--- config.mk ---
export PLATFORM = sky130hd
export DESIGN_NAME = writeback_regfile
export DESIGN_NICKNAME = d
export VERILOG_FILES = /design/src/rtl/writeback_regfile.sv
export SDC_FILE = /design/constraint.sdc
export NUM_CORES = 2
export LEC_CHECK = 0
export CORE_UTILIZATION = 56
export DETAILED_ROUTE_END_ITERATION = 6
export GPL_ROUTABILITY_DRIVEN = 0
export PLACE_DENSITY_LB_ADDON = 0.08
export SYNTH_ARGS = -nofsm -noshare
export SYNTH_HDL_FRONTEND = slang
export SYNTH_SLANG_ARGS = --single-unit
--- constraint.sdc ---
create_clock -name CLK -period 2.8 [get_ports CLK]
set_clock_uncertainty 0.1 [all_clocks]
set_input_delay 0.56 -clock CLK [delete_from_list [all_inputs] [get_ports CLK]]
set_output_delay 0.56 -clock CLK [all_outputs]
set_load 0.005 [all_outputs]
--- src/rtl/writeback_regfile.sv ---
// rtl/writeback_regfile.sv - MIPS write-back stage: result select, GPR and HI/LO file, BREAK halt, retire counter
module writeback_regfile (
   input  logic        CLK,
   input  logic        RST_N,
   input  logic        RegWriteW,
   input  logic        MemtoRegW,
   input  logic        LinkW,
   input  logic [31:0] ReadDataW,
   input  logic [31:0] ALUOutW,
   input  logic [4:0]  WriteRegW,
   input  logic [31:0] PCPlus8W,
   input  logic        WriteLoHiW,
   input  logic [63:0] loHi_dataW,
   input  logic [31:0] InstructW,
   input  logic [4:0]  A1D,
   input  logic [4:0]  A2D,
   output logic [31:0] RD1D,
   output logic [31:0] RD2D,
   output logic [31:0] HiD,
   output logic [31:0] LoD,
   output logic [31:0] ResultW,
   output logic        HaltW,
   output logic [31:0] RetireCount
);

   logic [31:0] r_gpr [0:31];
   logic [31:0] r_hi;
   logic [31:0] r_lo;
   logic        r_halted;
   logic [31:0] r_retire;

   logic        w_commit;
   logic        w_gpr_we;
   logic        w_lohi_we;
   logic        w_break;
   logic        w_retire;
   logic [31:0] w_result;
   logic [31:0] w_rd1;
   logic [31:0] w_rd2;

   // Once halted, the stage freezes all architectural state until reset.
   assign w_commit  = ~r_halted;
   assign w_gpr_we  = RegWriteW & (WriteRegW != 5'd0) & w_commit;
   assign w_lohi_we = WriteLoHiW & w_commit;
   assign w_break   = (InstructW[31:26] == 6'h00) && (InstructW[5:0] == 6'h0D) && w_commit;
   assign w_retire  = (InstructW != 32'd0) && w_commit;

   // Write-back mux: link address wins over load data, load data over ALU result.
   always_comb begin
      w_result = ALUOutW;
      if (LinkW)
         w_result = PCPlus8W;
      else if (MemtoRegW)
         w_result = ReadDataW;
   end

   // Decode read ports with same-cycle write-through so W->D needs no stall.
   always_comb begin
      w_rd1 = 32'd0;
      w_rd2 = 32'd0;
      if (A1D != 5'd0) begin
         if (w_gpr_we && (WriteRegW == A1D))
            w_rd1 = w_result;
         else
            w_rd1 = r_gpr[A1D];
      end
      if (A2D != 5'd0) begin
         if (w_gpr_we && (WriteRegW == A2D))
            w_rd2 = w_result;
         else
            w_rd2 = r_gpr[A2D];
      end
   end

   // GPR commit; entry 0 is never written and reads are masked to zero anyway.
   always_ff @(posedge CLK or negedge RST_N) begin
      if (!RST_N) begin
         for (int i = 0; i < 32; i++)
            r_gpr[i] <= 32'd0;
      end else if (w_gpr_we) begin
         r_gpr[WriteRegW] <= w_result;
      end
   end

   // HI/LO commit, independent of the GPR write in the same cycle.
   always_ff @(posedge CLK or negedge RST_N) begin
      if (!RST_N) begin
         r_hi <= 32'd0;
         r_lo <= 32'd0;
      end else if (w_lohi_we) begin
         r_hi <= loHi_dataW[63:32];
         r_lo <= loHi_dataW[31:0];
      end
   end

   // Sticky halt on BREAK; only reset clears it.
   always_ff @(posedge CLK or negedge RST_N) begin
      if (!RST_N)
         r_halted <= 1'b0;
      else if (w_break)
         r_halted <= 1'b1;
   end

   // Retired-instruction counter; bubbles are all-zero words, BREAK itself counts.
   always_ff @(posedge CLK or negedge RST_N) begin
      if (!RST_N)
         r_retire <= 32'd0;
      else if (w_retire)
         r_retire <= r_retire + 32'd1;
   end

   assign ResultW     = w_result;
   assign RD1D        = w_rd1;
   assign RD2D        = w_rd2;
   assign HiD         = w_lohi_we ? loHi_dataW[63:32] : r_hi;
   assign LoD         = w_lohi_we ? loHi_dataW[31:0]  : r_lo;
   assign HaltW       = r_halted;
   assign RetireCount = r_retire;

endmodule
# [Word level (Yosys, flattened, before mapping)]
# Cells that the tools add are included.
[word_totals] ff_bits=1121 output_inout_bits=193 mem_bits_rw=0 n_memories=0 word_cells=79 romBits=0 latchBits=0 input_bits=213
[op_classes] magnitude_cmp=4 reduce_logical=11 n_addsub=1 mux=17 shifts=0 n_eq_ne=3 multipliers=0 bitwise=7 n_div=0
[op_table] op="$bwmux 1024" count=1
[op_table] op="$mux 32" count=13
[op_table] op="$bmux 32 s5" count=2
[op_table] op="$demux 32 s5" count=1
[op_table] op="$add 32x1->32 const B" count=1
[op_table] op="$reduce_bool 32->1" count=1
[op_table] op="$ge 6x6->1 const B" count=3
[op_table] op="$not 5->6" count=3
[op_table] op="$reduce_bool 5->1" count=3
[op_table] op="$eq 5x5->1" count=2
[op_table] op="$eq 6x4->1 const B" count=1
[op_table] op="$logic_and 1x1->1" count=6
[op_table] op="$logic_not 6->1" count=1
[op_table] op="$lt 6x1->1 const B" count=1
[op_table] op="$and 1x1->1" count=3
[op_table] op="$not 1->1" count=1

# [Logic depth before layout (Yosys ltp)]
[logic_depth] ltp_word=6 ltp_mapped=9 depth_no_buf=5

# [Worst setup path after synthesis]
# Ideal clock, no wire load.
[synth_timing] path_type="input to output" start="input A1D[0]" end="output RD1D[14]" stages=7 arrival_time_ns=2.077 setup_slack_ns=0.063 required_time_ns=2.140 n_path_buf=3 path_cell_list="buf_4 > buf_6 > buf_2 > mux4_2 > o22ai_1 > o22ai_1 > o21a_1"
[synth_via] elab_chain_len=6 elab_cells_between_ends=9 classes_between="eq/ne (1); mux (5); bitwise (1); reduce/logical (2)"
[synth_lines] item="from (decl)" line="15" rtl="input logic [4:0] A1D,"
[synth_lines] item="$not 5->6 (implied by the code)" line="65" rtl="w_rd1 = r_gpr[A1D];"
[synth_lines] item="$bmux 32 s5" line="65"
[synth_lines] item="$mux 32 (implied by the code) (2 in series)" line="65"
[synth_lines] item="$mux 32" line="62" rtl="if (w_gpr_we && (WriteRegW == A1D))"
[synth_lines] item="$mux 32 *" line="61" rtl="if (A1D != 5'd0) begin"
[synth_lines] item="to (decl)" line="17" rtl="output logic [31:0] RD1D,"
# Mark *: on every way between the ends. The rest lies on a longest branch, timed or not. The select of a mux whose other input is x is not followed.

# [Worst setup path after layout]
[layout_timing] start="input A2D[4]" end="output RD2D[29]"
[layout_via] elab_chain_len=6 elab_cells_between_ends=9 classes_between="eq/ne (1); mux (5); bitwise (1); reduce/logical (2)"
[layout_lines] item="from (decl)" line="16" rtl="input logic [4:0] A2D,"
[layout_lines] item="$not 5->6 (implied by the code)" line="71" rtl="w_rd2 = r_gpr[A2D];"
[layout_lines] item="$bmux 32 s5" line="71"
[layout_lines] item="$mux 32 (implied by the code) (2 in series)" line="71"
[layout_lines] item="$mux 32" line="68" rtl="if (w_gpr_we && (WriteRegW == A2D))"
[layout_lines] item="$mux 32 *" line="67" rtl="if (A2D != 5'd0) begin"
[layout_lines] item="to (decl)" line="18" rtl="output logic [31:0] RD2D,"
# Marks and branches as above.

==> impl_metrics.env <==
export IMPL_status="finished with violations"
export IMPL_violations="DRC, setup timing"
export IMPL_grt_antenna_before_repair=7
export IMPL_synth_top_area_frac=0.488
export IMPL_setup_viol=131
export IMPL_period_minus_slack_ps=3710
export IMPL_insertion_delay_ps=720
export IMPL_htree_levels=3
export IMPL_fmax_mhz=270
export IMPL_synth_edff_count=0
export IMPL_synth_top_cell_by_area="dfrtp_1"
export IMPL_fin_crit_sh=1.32
export IMPL_crit_fanout=12
export IMPL_diodes=0
export IMPL_setup_worst_path_end="RD2D[29]"
export IMPL_startpoint="A2D[4]"
export IMPL_syn_avg_cell_area_sq_um=10.7
export IMPL_cts_root_buf="clkbuf_16"
export IMPL_final_util=0.750
export IMPL_setup_slack_ps=-906
export IMPL_die_height_um=322
export IMPL_slew_violations=0
export IMPL_synth_fp_nets=5565
export IMPL_maxCapViolations=0
export IMPL_dr_pass1_iters=7
export IMPL_yosysSeqAreaShare=0.488
export IMPL_grt_max_degree=96
export IMPL_syn_to_final_growth_pct=32.7
export IMPL_synthCells=5351
export IMPL_max_slew_margin=0.539
export IMPL_vdd_drop_max_v=0.000643
export IMPL_io_buffers=405
export IMPL_synth_seq_cells=1121
export IMPL_ys_warn_count=0
export IMPL_stdcell_area_sq_um=76300
export IMPL_crit_arrival_ps=3050
export IMPL_layout_drive_gt1_share=0.312
export IMPL_coreArea_sq_um=102000
export IMPL_cts_buffer_depth=3
export IMPL_cts_tree="built"
export IMPL_p_leak_uw=0.0340
export IMPL_cts_buffers=120
export IMPL_wl_per_cell_um=28.8
export IMPL_rr_endpoint="r_gpr[462]"
export IMPL_rsz0062_at_grt="yes"
export IMPL_first_iter_violations=6469
export IMPL_ant_nets=0
export IMPL_grt_pass1_vias=49700
export IMPL_rows=117
export IMPL_rr_worst_depth=6
export IMPL_synthTopCellsByArea="dfrtp_1, mux4_2, o21ai_0"
export IMPL_crit_type="input port to output port"
export IMPL_floorplan_die_area_sq_um=104000
export IMPL_viasPerCell=6.58
export IMPL_dp_final_hpwl_um=146000
export IMPL_worstPathRequired_ps=2140
export IMPL_die_w_um=322
export IMPL_clk_pin_slew_ps=60
export IMPL_wirelength_um=220000
export IMPL_drcViolationCount=1
export IMPL_grt_overflow=0
export IMPL_nets=6373
export IMPL_postPlaceCellArea_sq_um=69300
export IMPL_synthArstFlopShare=1.00
export IMPL_p_total_uw=49600
export IMPL_synth_area_sq_um=57500
export IMPL_io_pins=406
export IMPL_vias=50200
export IMPL_initial_core_util=0.565
export IMPL_r2r_setup_slack_ps=510
export IMPL_grt_pass1_wl_um=325000
export IMPL_worst_setup_path_end_kind="output port"
export IMPL_ys_flop_type="dfrtp_1"
export IMPL_yosysUniqueCellTypes=59
export IMPL_cts_sinks=1121
export IMPL_grt_total_usage=0.426
export IMPL_p_per_area_nw_per_um2=651
export IMPL_hold_path_class="input port to async pin"
export IMPL_tightest_slew_ps=689
export IMPL_hold_viol_final=0
export IMPL_r2r_start="HaltW"
export IMPL_start_kind="input port"
==> sequential cells by signal, summed over array words and instances, names as in the netlist <==
name and cells:
HaltW 1, RetireCount 32, r_gpr 1024, r_hi 32, r_lo 32
==> cell usage in the layout, fill, tap and decap left out, types with 44 or more instances in the layout <==
master           count
clkdlybuf4s50_1    291
buf_4              525
o22ai_1            125
a211oi_2            44
buf_6               67
nor3_2              53
nand2_1           1003
o21ai_0            990
a221o_1             54
nor3_1              87
mux4_2             387
mux2i_1            172
mux2_2             176
buf_12             241
o221ai_1            53
buf_2               59
nor2_1             154
clkbuf_16          123
dfrtp_1           1120
==> synthesized netlist by cell type (5+ instances only) <==
cell type and count:
dfrtp_1 1121, nand2_1 1021, o21ai_0 990, clkbuf_1 411
mux4_2 387, mux2i_1 179, nor3_1 178, mux2_2 176
nor2_1 161, o22ai_1 127, buf_2 81, a211oi_1 59
o221ai_1 56, a221o_1 55, buf_4 47, a21oi_1 45
inv_1 37, xor2_1 30, nand3_1 28, nor4_1 20
buf_6 13, buf_1 11, xnor2_1 11, nand4_1 10
o21ai_1 10, a221oi_1 7, nand2b_1 6, nor2b_1 6
a22oi_1 5, o21a_1 5
==> worst min path at each step <==
stage,slack (ps),to,cells past startpoint,from
after global placement,280,r_gpr[1019],0,r_gpr[1019]
after detailed placement,290,r_gpr[1023],0,r_gpr[1023]
after global routing,280,r_gpr[229],2,RST_N
final,250,r_gpr[229],2,RST_N
after floorplan,160,HaltW,0,RST_N
after CTS,240,r_gpr[229],2,RST_N
==> layer usage <==
layer | track usage | wire, um | vias to the layer above
met5 | 0 | 78 | -
met4 | 0.221 | 12900 | 10
met3 | 0.130 | 27800 | 745
met2 | 0.628 | 97400 | 3405
met1 | 0.570 | 81400 | 25000
li1 | - | - | 21000
==> layout make-up <==
class | instances | area [sq um]
Sequential cell | 1121 | 28100
Multi-Input combinational cell | 3622 | 28400
Timing Repair Buffer | 1257 | 13800
Inverter | 37 | 169
Fill cell | 6748 | 25500
Tap cell | 1368 | 1710
Clock inverter | 45 | 588
Clock buffer | 178 | 3510
==> per-stage QoR <==
step	hold slack [ps]	std cells	setup WS [ps]	TNS, ps
2_1_floorplan	164	5351	62.8	0
4_1_cts	244	7576	-848	-79950
5_1_grt	279	7628	-894	-82720
6_report	252	7628	-906	-75890
3_5_place_dp	288	7276	-1990	-107120
3_3_place_gp	284	7276	-1980	-101520
==> repair_timing <==
item,CTS,global route
hold buffers,1,0
setup endpoints to repair,156,159
resized for setup,584,122
cloned,9,2
pin swaps,94,53
buffers inserted,86,65
endpoints found under the hold margin,36,0
==> power by group <==
part / switching (uW) / internal [uW]
Combinational: 5620 / 6070
Clock: 6870 / 9750
Sequential: 2240 / 19100
==> kinds of logic (layout without fill, tap and decap cells) <==
| group | Yosys count | after routing | synth area share |
|---|---|---|---|
| XOR/XNOR | 41 | 41 | 0.00625 |
| multiplexers | 742 | 742 | 0.217 |
| flip-flops | 1121 | 1121 | 0.488 |
| adder cells (fa/ha/maj) | 1 | 1 | 0.000218 |
| AO/OA/AOI/OAI | 1376 | 1376 | 0.136 |
| AND/OR/NAND/NOR | 1462 | 1462 | 0.105 |
| buffers and inverters | 608 | 1517 | 0.0481 |
==> critical path, cell delays in order <==
cell and delay, ps:
clkdlybuf4s50_1 520, buf_12 170, nand3b_1 210, buf_12 190
o221ai_1 220, nor3_2 330, nor3_2 90, a211oi_4 420
buf_4 190, buf_6 90
(Power assumes the default switching activity.)
